--- src/rtl/mac_share_arbiter.sv ---
// mac_share_arbiter
// Round-robin front end for one shared pipelined multiply-add unit.
// Requesters hold REQ with their operands until granted. The winner's operands
// pass through two input stages, and then RES = A*B + C is registered together
// with the winner's ID. STALL freezes the arbiter and every pipeline stage.

module mac_share_arbiter #(
  parameter int N_REQ = 4,
  parameter int ID_W  = 2,
  parameter int DW    = 8
) (
  input  logic                CLK,
  input  logic                RST,
  input  logic [N_REQ-1:0]    REQ,
  input  logic [N_REQ*DW-1:0] A_IN,
  input  logic [N_REQ*DW-1:0] B_IN,
  input  logic [N_REQ*DW-1:0] C_IN,
  input  logic                STALL,
  output logic [N_REQ-1:0]    GNT,
  output logic                RES_VALID,
  output logic [2*DW-1:0]     RES,
  output logic [ID_W-1:0]     RES_ID,
  output logic                BUSY
);

  logic [ID_W-1:0] ptr;
  logic [ID_W-1:0] ptr_next;
  logic            accept;
  logic [ID_W-1:0] win_id;
  logic [DW-1:0]   win_a;
  logic [DW-1:0]   win_b;
  logic [DW-1:0]   win_c;

  logic            s1_valid;
  logic [DW-1:0]   s1_a;
  logic [DW-1:0]   s1_b;
  logic [DW-1:0]   s1_c;
  logic [ID_W-1:0] s1_id;

  logic            s2_valid;
  logic [DW-1:0]   s2_a;
  logic [DW-1:0]   s2_b;
  logic [DW-1:0]   s2_c;
  logic [ID_W-1:0] s2_id;

  logic [2*DW-1:0] mac_sum;

  // Round-robin search from the pointer with wrap-around. Reset and stall suppress the grant.
  always_comb begin
    int idx;
    idx    = 0;
    GNT    = '0;
    accept = 1'b0;
    win_id = '0;
    if (!RST && !STALL) begin
      for (int i = 0; i < N_REQ; i++) begin
        idx = (int'(ptr) + i) % N_REQ;
        if (!accept && REQ[idx]) begin
          accept = 1'b1;
          win_id = ID_W'(idx);
        end
      end
    end
    if (accept) begin
      GNT[win_id] = 1'b1;
    end
  end

  assign ptr_next = ID_W'((int'(win_id) + 1) % N_REQ);
  assign win_a    = A_IN[int'(win_id)*DW +: DW];
  assign win_b    = B_IN[int'(win_id)*DW +: DW];
  assign win_c    = C_IN[int'(win_id)*DW +: DW];

  // Operands are zero-extended before the multiply. The worst case, 255*255+255, still fits in 2*DW bits.
  assign mac_sum = {{DW{1'b0}}, s2_a} * {{DW{1'b0}}, s2_b} + {{DW{1'b0}}, s2_c};

  assign BUSY = s1_valid | s2_valid | RES_VALID;

  // Priority pointer: after an accept, the pointer moves to one past the winner.
  always_ff @(posedge CLK) begin
    if (RST) begin
      ptr <= '0;
    end else if (accept) begin
      ptr <= ptr_next;
    end
  end

  // Two operand stages and the result register. All of them advance together unless STALL is high.
  always_ff @(posedge CLK) begin
    if (RST) begin
      s1_valid  <= 1'b0;
      s2_valid  <= 1'b0;
      RES_VALID <= 1'b0;
      RES       <= '0;
      RES_ID    <= '0;
    end else if (!STALL) begin
      s1_valid <= accept;
      if (accept) begin
        s1_a  <= win_a;
        s1_b  <= win_b;
        s1_c  <= win_c;
        s1_id <= win_id;
      end
      s2_valid <= s1_valid;
      s2_a     <= s1_a;
      s2_b     <= s1_b;
      s2_c     <= s1_c;
      s2_id    <= s1_id;
      RES_VALID <= s2_valid;
      if (s2_valid) begin
        RES    <= mac_sum;
        RES_ID <= s2_id;
      end
    end
  end

endmodule

--- config.mk ---
export PLATFORM = sky130hd
export DESIGN_NAME = mac_share_arbiter
export DESIGN_NICKNAME = d
export VERILOG_FILES = /design/src/rtl/mac_share_arbiter.sv
export SDC_FILE = /design/constraint.sdc
export NUM_CORES = 1
export LEC_CHECK = 0
export CAP_MARGIN = 20
export CELL_PAD_IN_SITES_DETAIL_PLACEMENT = 1
export CELL_PAD_IN_SITES_GLOBAL_PLACEMENT = 1
export CORE_UTILIZATION = 40
export DETAILED_ROUTE_END_ITERATION = 8
export PLACE_DENSITY_LB_ADDON = 0.2
export SYNTH_ARGS = -nofsm -noshare
export SYNTH_HDL_FRONTEND = slang
export SYNTH_SLANG_ARGS = --single-unit
--- constraint.sdc ---
create_clock -name CLK -period 8.3 [get_ports CLK]
set_input_delay 2.49 -clock CLK [delete_from_list [all_inputs] [get_ports CLK]]
set_output_delay 2.49 -clock CLK [all_outputs]
set_load 0.005 [all_outputs]
---- Word-level counts from Yosys, hierarchy flattened ----
Cells that the tools add are included.
word-level totals
  register bits ........................... 75
  input port bits ......................... 103
  output and inout bits ................... 24
  word-level logic and storage cells ...... 79
operators by class
  $add $sub $neg .......................... 5
  $mul .................................... 1
  order comparisons ....................... 6
  shift-type cells ........................ 3
  multiplexer cells ....................... 27
  bitwise operators ....................... 7
  reduce and logical (&&, ||, !) cells .... 16
operator list
  operator                                                                      number
  32-bit by 6-bit variable part select with 8-bit output                        3
  16-bit by 8-bit adder with 16-bit output                                      1
  8-bit by 8-bit multiplier with 16-bit output                                  1
  1-bit 2-to-1 mux                                                              16
  3-bit by 4-bit less-than comparator with 1-bit output, second input constant  3
  2-bit 2-to-1 mux                                                              5
  1-bit binary-select mux with 2-bit select                                     4
  2-bit by 3-bit less-than comparator with 1-bit output, second input constant  2
  2-bit OR reduction                                                            3
  1-bit logical AND                                                             5
  1-bit logical NOT                                                             5
  2-bit by 1-bit adder with 2-bit output, second input constant                 2
  2-bit adder, second input constant                                            2
  4-bit 2-to-1 mux                                                              1
  2-bit AND reduction                                                           2
  1-bit AND, first input constant                                               3
  3-bit AND reduction                                                           1
  1-bit demux with 2-bit select                                                 1
  2-bit by 1-bit >= comparator with 1-bit output, second input constant         1
  1-bit inverter                                                                2
  1-bit OR                                                                      2

---- Depth between registers and ports, before layout ----
  word-level depth ........................ 22
  mapped depth ............................ 16

---- Worst setup path before layout ----
OpenSTA, ideal clock, no wires.
  path kind ............................... input to output
  from .................................... input port STALL
  to ...................................... output port GNT[0]
  arrival time ............................ 5138 ps
  data required time ...................... 5810 ps
  path slack .............................. 672 ps
  stages on the path ...................... 3
  path buffers ............................ 1
  cells stage by stage .................... buf_2 nor3_1 and2_1
on the way
  elaborated cells between the ends (all ways) .. 10
RTL lines
  what                RTL line  source
  start: declaration  18        input logic STALL,
  1-bit logical NOT   n/a
  1-bit logical AND   55        if (!RST && !STALL) begin
  1-bit 2-to-1 mux    55
  named net accept    28        logic accept;
  4-bit 2-to-1 mux    64        if (accept) begin
  end: declaration    19        output logic [N_REQ-1:0] GNT,
The timed path passes the listed nets, and every way through them passes these cells.

---- Final worst setup path ----
  from .................................... input port REQ[1]
  to ...................................... output port GNT[0]
on the way
  cells in the longest elaborated chain, start to end .. 21
  elaborated cells between the ends (all ways) .. 36
ends and longest elaborated chain
  what                                                                                                                                           RTL line  source
  start: declaration                                                                                                                             14        input logic [N_REQ-1:0] REQ,
  1-bit binary-select mux with 2-bit select                                                                                                      58        if (!accept && REQ[idx]) begin
  1-bit 2-to-1 mux (not written as such)                                                                                                         58
  1-bit 2-to-1 mux                                                                                                                               58
  1-bit 2-to-1 mux                                                                                                                               55
  1-bit logical NOT                                                                                                                              58
  1-bit logical AND                                                                                                                              58
  1-bit 2-to-1 mux                                                                                                                               58
  1-bit 2-to-1 mux                                                                                                                               55
  [5 not listed]                                                                                                                                 n/a
  1-bit logical AND                                                                                                                              58
  2-bit 2-to-1 mux                                                                                                                               58
  2-bit 2-to-1 mux                                                                                                                               55
  2-bit by 3-bit less-than comparator with 1-bit output (not written as such) or 2-bit by 1-bit >= comparator with 1-bit output (tied branches)  65        GNT[win_id] = 1'b1;
  1-bit logical AND (not written as such)                                                                                                        65
  1-bit 2-to-1 mux (not written as such)                                                                                                         65
  1-bit demux with 2-bit select                                                                                                                  65
  4-bit 2-to-1 mux *                                                                                                                             64
Every way passes the cells marked *; elsewhere a longest branch is shown, timed or not. The select of a mux whose other input is x is not followed.

==> impl_results.md <==
* Total Wirelength at 13300 microns
* Final ANT Viol Nets at 0
* Final period util at slightly below 90%
* Clock power share at between 20% and 30%
* Port buffer count at roughly 130
* Yosys reg bits at 75
* First-pass DRT Iterations at 4
* Worst-Margin Slew at between 700 and 800 ps
* H-tree Lvls at 3
* Total CTS buffers at 9
* DR vias at 4151
* Slew headroom at 50.3%
* Internal at around 0.87 mW
* Register area share after synthesis at 35.6%
* Min Tclk post-route at 7220 ps
* Post-route clock skew at ~8.3 ps
* Initial cell density of the core at approximately 41%
* Final Hold Fails at 0
* Slew Viols, Final at 0
* Chip height at 121 microns
* Req. time, crit path at about 5800 ps
* Pwr Total at between 1 and 1.5 mW
* Dpl hpwl at between 10000 and 15000 microns
* Critical Path AT at between 4000 and 5000 ps
* Final setup violation count at 0
* Most frequent cells in the layout: clkdlybuf4s50_1, mux2i_1, inv_1
* Largest net degree at the start of global routing at roughly 50
* Layout cells sized above 1 at roughly 4.5%
* Setup TNS at 0 ps
* Combinational Power Share at 36.4%
* Maximum VDD drop at about 100 uV
* Setup crit end kind: output port
* Power per cell area at 173 nW/um^2
* First-pass GRT wire length at approximately 22000 microns
* Post-Syn Nets at about 700
* Vias in the first global route at around 4500
* Crit-path max FO at 7
* DRT iter0 DRCs at roughly 110
* Vias per cell at 5.03
* Final #Nets at a little over 800
* Worst Path Class, Setup: in2out
* Die Wd at 121 microns
* Remaining Overflow, GRT at 0
* Number of diodes at 0
* CTS root buf: clkbuf_16
* # DRC at 0
* I/O pin cnt at between 100 and 150
* Mean Syn Cell Area at around 11 sq um
* Min-delay worst type: reg2reg
* P_sw at 0.407 mW
* Initial antenna violation count at 0
* DR WL/cell at about 16 microns
* Most common cell after layout, fill and taps aside: clkdlybuf4s50_1
* Mapped Area at 5690 sq um
* Core ar. at roughly 14000 sq um
* # rows at between 40 and 50
* Clk buf depth at 2
* Die area at around 15000 sq um
* Share of total power in sequential cells at 34.2%
* Startpoint types: primary input
* Cts repair resizes at 0
* Yosys cell types at 53
* # clock sinks at between 70 and 80
* Synth async-reset ratio at 0%
* Post-CTS Hold Buffers at 0
* RSZ-0062 raised after global routing: false
* Total GRT Usage at between 10% and 20%
* Ys flop type: edfxtp_1
* Max-Cap Viols at 0
* Gp weighted congestion at 0.828
* FMAX at approximately 140 MHz
* Status: finished clean
* Worst skew pair latency at ~340 ps
* Area grow syn2layout at 29.6%
* Net Sw Frac at between 30% and 40%
* EDFF count, synth at 52
* Warning count from the yosys run at 0
* Clock slew seen by the registers of the worst setup and hold paths at approximately 50 ps
* Cells after synthesis at a little over 500
* Post-CTS Setup Inserts at 0
* TritonCTS clock tree: yes
* Leak at between 3 and 4 nW
-- flip-flops by register name, summed over array words and instances (netlist names), 8 cells and up --
name	count
s1_a	8
s2_a	8
s2_c	8
s1_c	8
RES	16
s2_b	8
s1_b	8
-- worst paths after layout --
check                             start      end  slack (ps)  cells past startpoint
worst max-delay path             REQ[1]   GNT[0]        1080                      9
worst min-delay path            s1_b[4]  s2_b[4]         420                      0
worst max register to register  s2_b[7]  RES[15]        3560                     13
worst min register to register  s1_b[4]  s2_b[4]         420                      0
-- through the flow --
| stage | hold slack (ps) | util (%) | instances | setup slack [ps] | instance area (sq um) |
|---|---|---|---|---|---|
| 2_1_floorplan | 400 | - | 514 | 672 | 5690 |
| 3_3_place_gp | 405 | 51.0 | 810 | 1220 | 7080 |
| 3_5_place_dp | 406 | 51.0 | 810 | 1080 | 7080 |
| 4_1_cts | 418 | 53.1 | 826 | 1060 | 7370 |
| 5_1_grt | 418 | 53.1 | 826 | 892 | 7370 |
| 6_report | 416 | 53.1 | 826 | 1080 | 7370 |
-- power by group through the flow --
stage | registers (mW) | clock network, mW | logic, mW
CTS | 0.437 | 0.388 | 0.477
global route | 0.439 | 0.400 | 0.530
global placement | 0.443 | 0 | 0.461
floorplan | 0.438 | 0 | 0.321
detailed placement | 0.445 | 0 | 0.472
finish | 0.437 | 0.375 | 0.465
-- Yosys cell counts (2+ instances only) --
library cell  count  area share (%)
o21ai_1           2            0.18
mux2i_1          73              13
xnor2_1           5            0.77
or3_1             2            0.22
ha_1             40             8.8
clkbuf_1          5            0.33
o211ai_1          2            0.26
buf_8             2            0.53
and2_1           40             4.4
nor4_1            2            0.22
buf_12            2            0.70
nand2_1          55             3.6
fa_1             44              15
edfxtp_1         52              27
a41oi_1           2            0.31
inv_1            68             4.5
a221oi_1          2            0.31
a211oi_1          5            0.66
and3_1            2            0.22
o21ai_0           6            0.53
a21o_1            6            0.79
buf_2             2            0.18
and4bb_2          2            0.44
nand4_1           2            0.22
nand2b_1          2            0.22
dfxtp_1          23             8.1
a21oi_1          22             1.9
buf_6             4            0.79
nor2_1           13            0.86
nor3_1            2            0.18
a22o_1            2            0.31
a211o_1           2            0.31
-- layout make-up --
type,instances,area [sq um]
Timing Repair Buffer,132,1310
Fill cell,1492,6510
Tap cell,180,225
Inverter,69,259
Clock inverter,5,53.8
Sequential cell,75,2020
Multi-Input combinational cell,354,3270
Clock buffer,11,233
-- layer usage --
| metal | part of all wire [%] | vias up | GRT usage [%] |
|---|---|---|---|
| met1 | 42 | 2028 | 23.1 |
| li1 | - | 2015 | - |
| met5 | 0 | - | 0 |
| met3 | 3.7 | 13 | 4.56 |
| met2 | 53 | 95 | 34.5 |
| met4 | 1.4 | 0 | 5.86 |
-- cell families after synthesis --
family | count (synthesis) | share of synthesized area [%]
compound gates | 64 | 7.90
xor+xnor | 6 | 0.924
fa+ha+maj | 84 | 24.3
buf+inv | 85 | 7.15
flops | 75 | 35.6
mux | 73 | 12.8
simple gates | 127 | 11.3
-- worst max-delay path, cell delays in order --
cell and delay, ps:
clkdlybuf4s50_1 600, inv_1 100, a221oi_1 250, o22ai_1 180
nor3_4 250, inv_2 70, ha_1 190, and2_1 140
clkdlybuf4s50_1 460
Note: power is estimated with default switching activity, not from simulation.
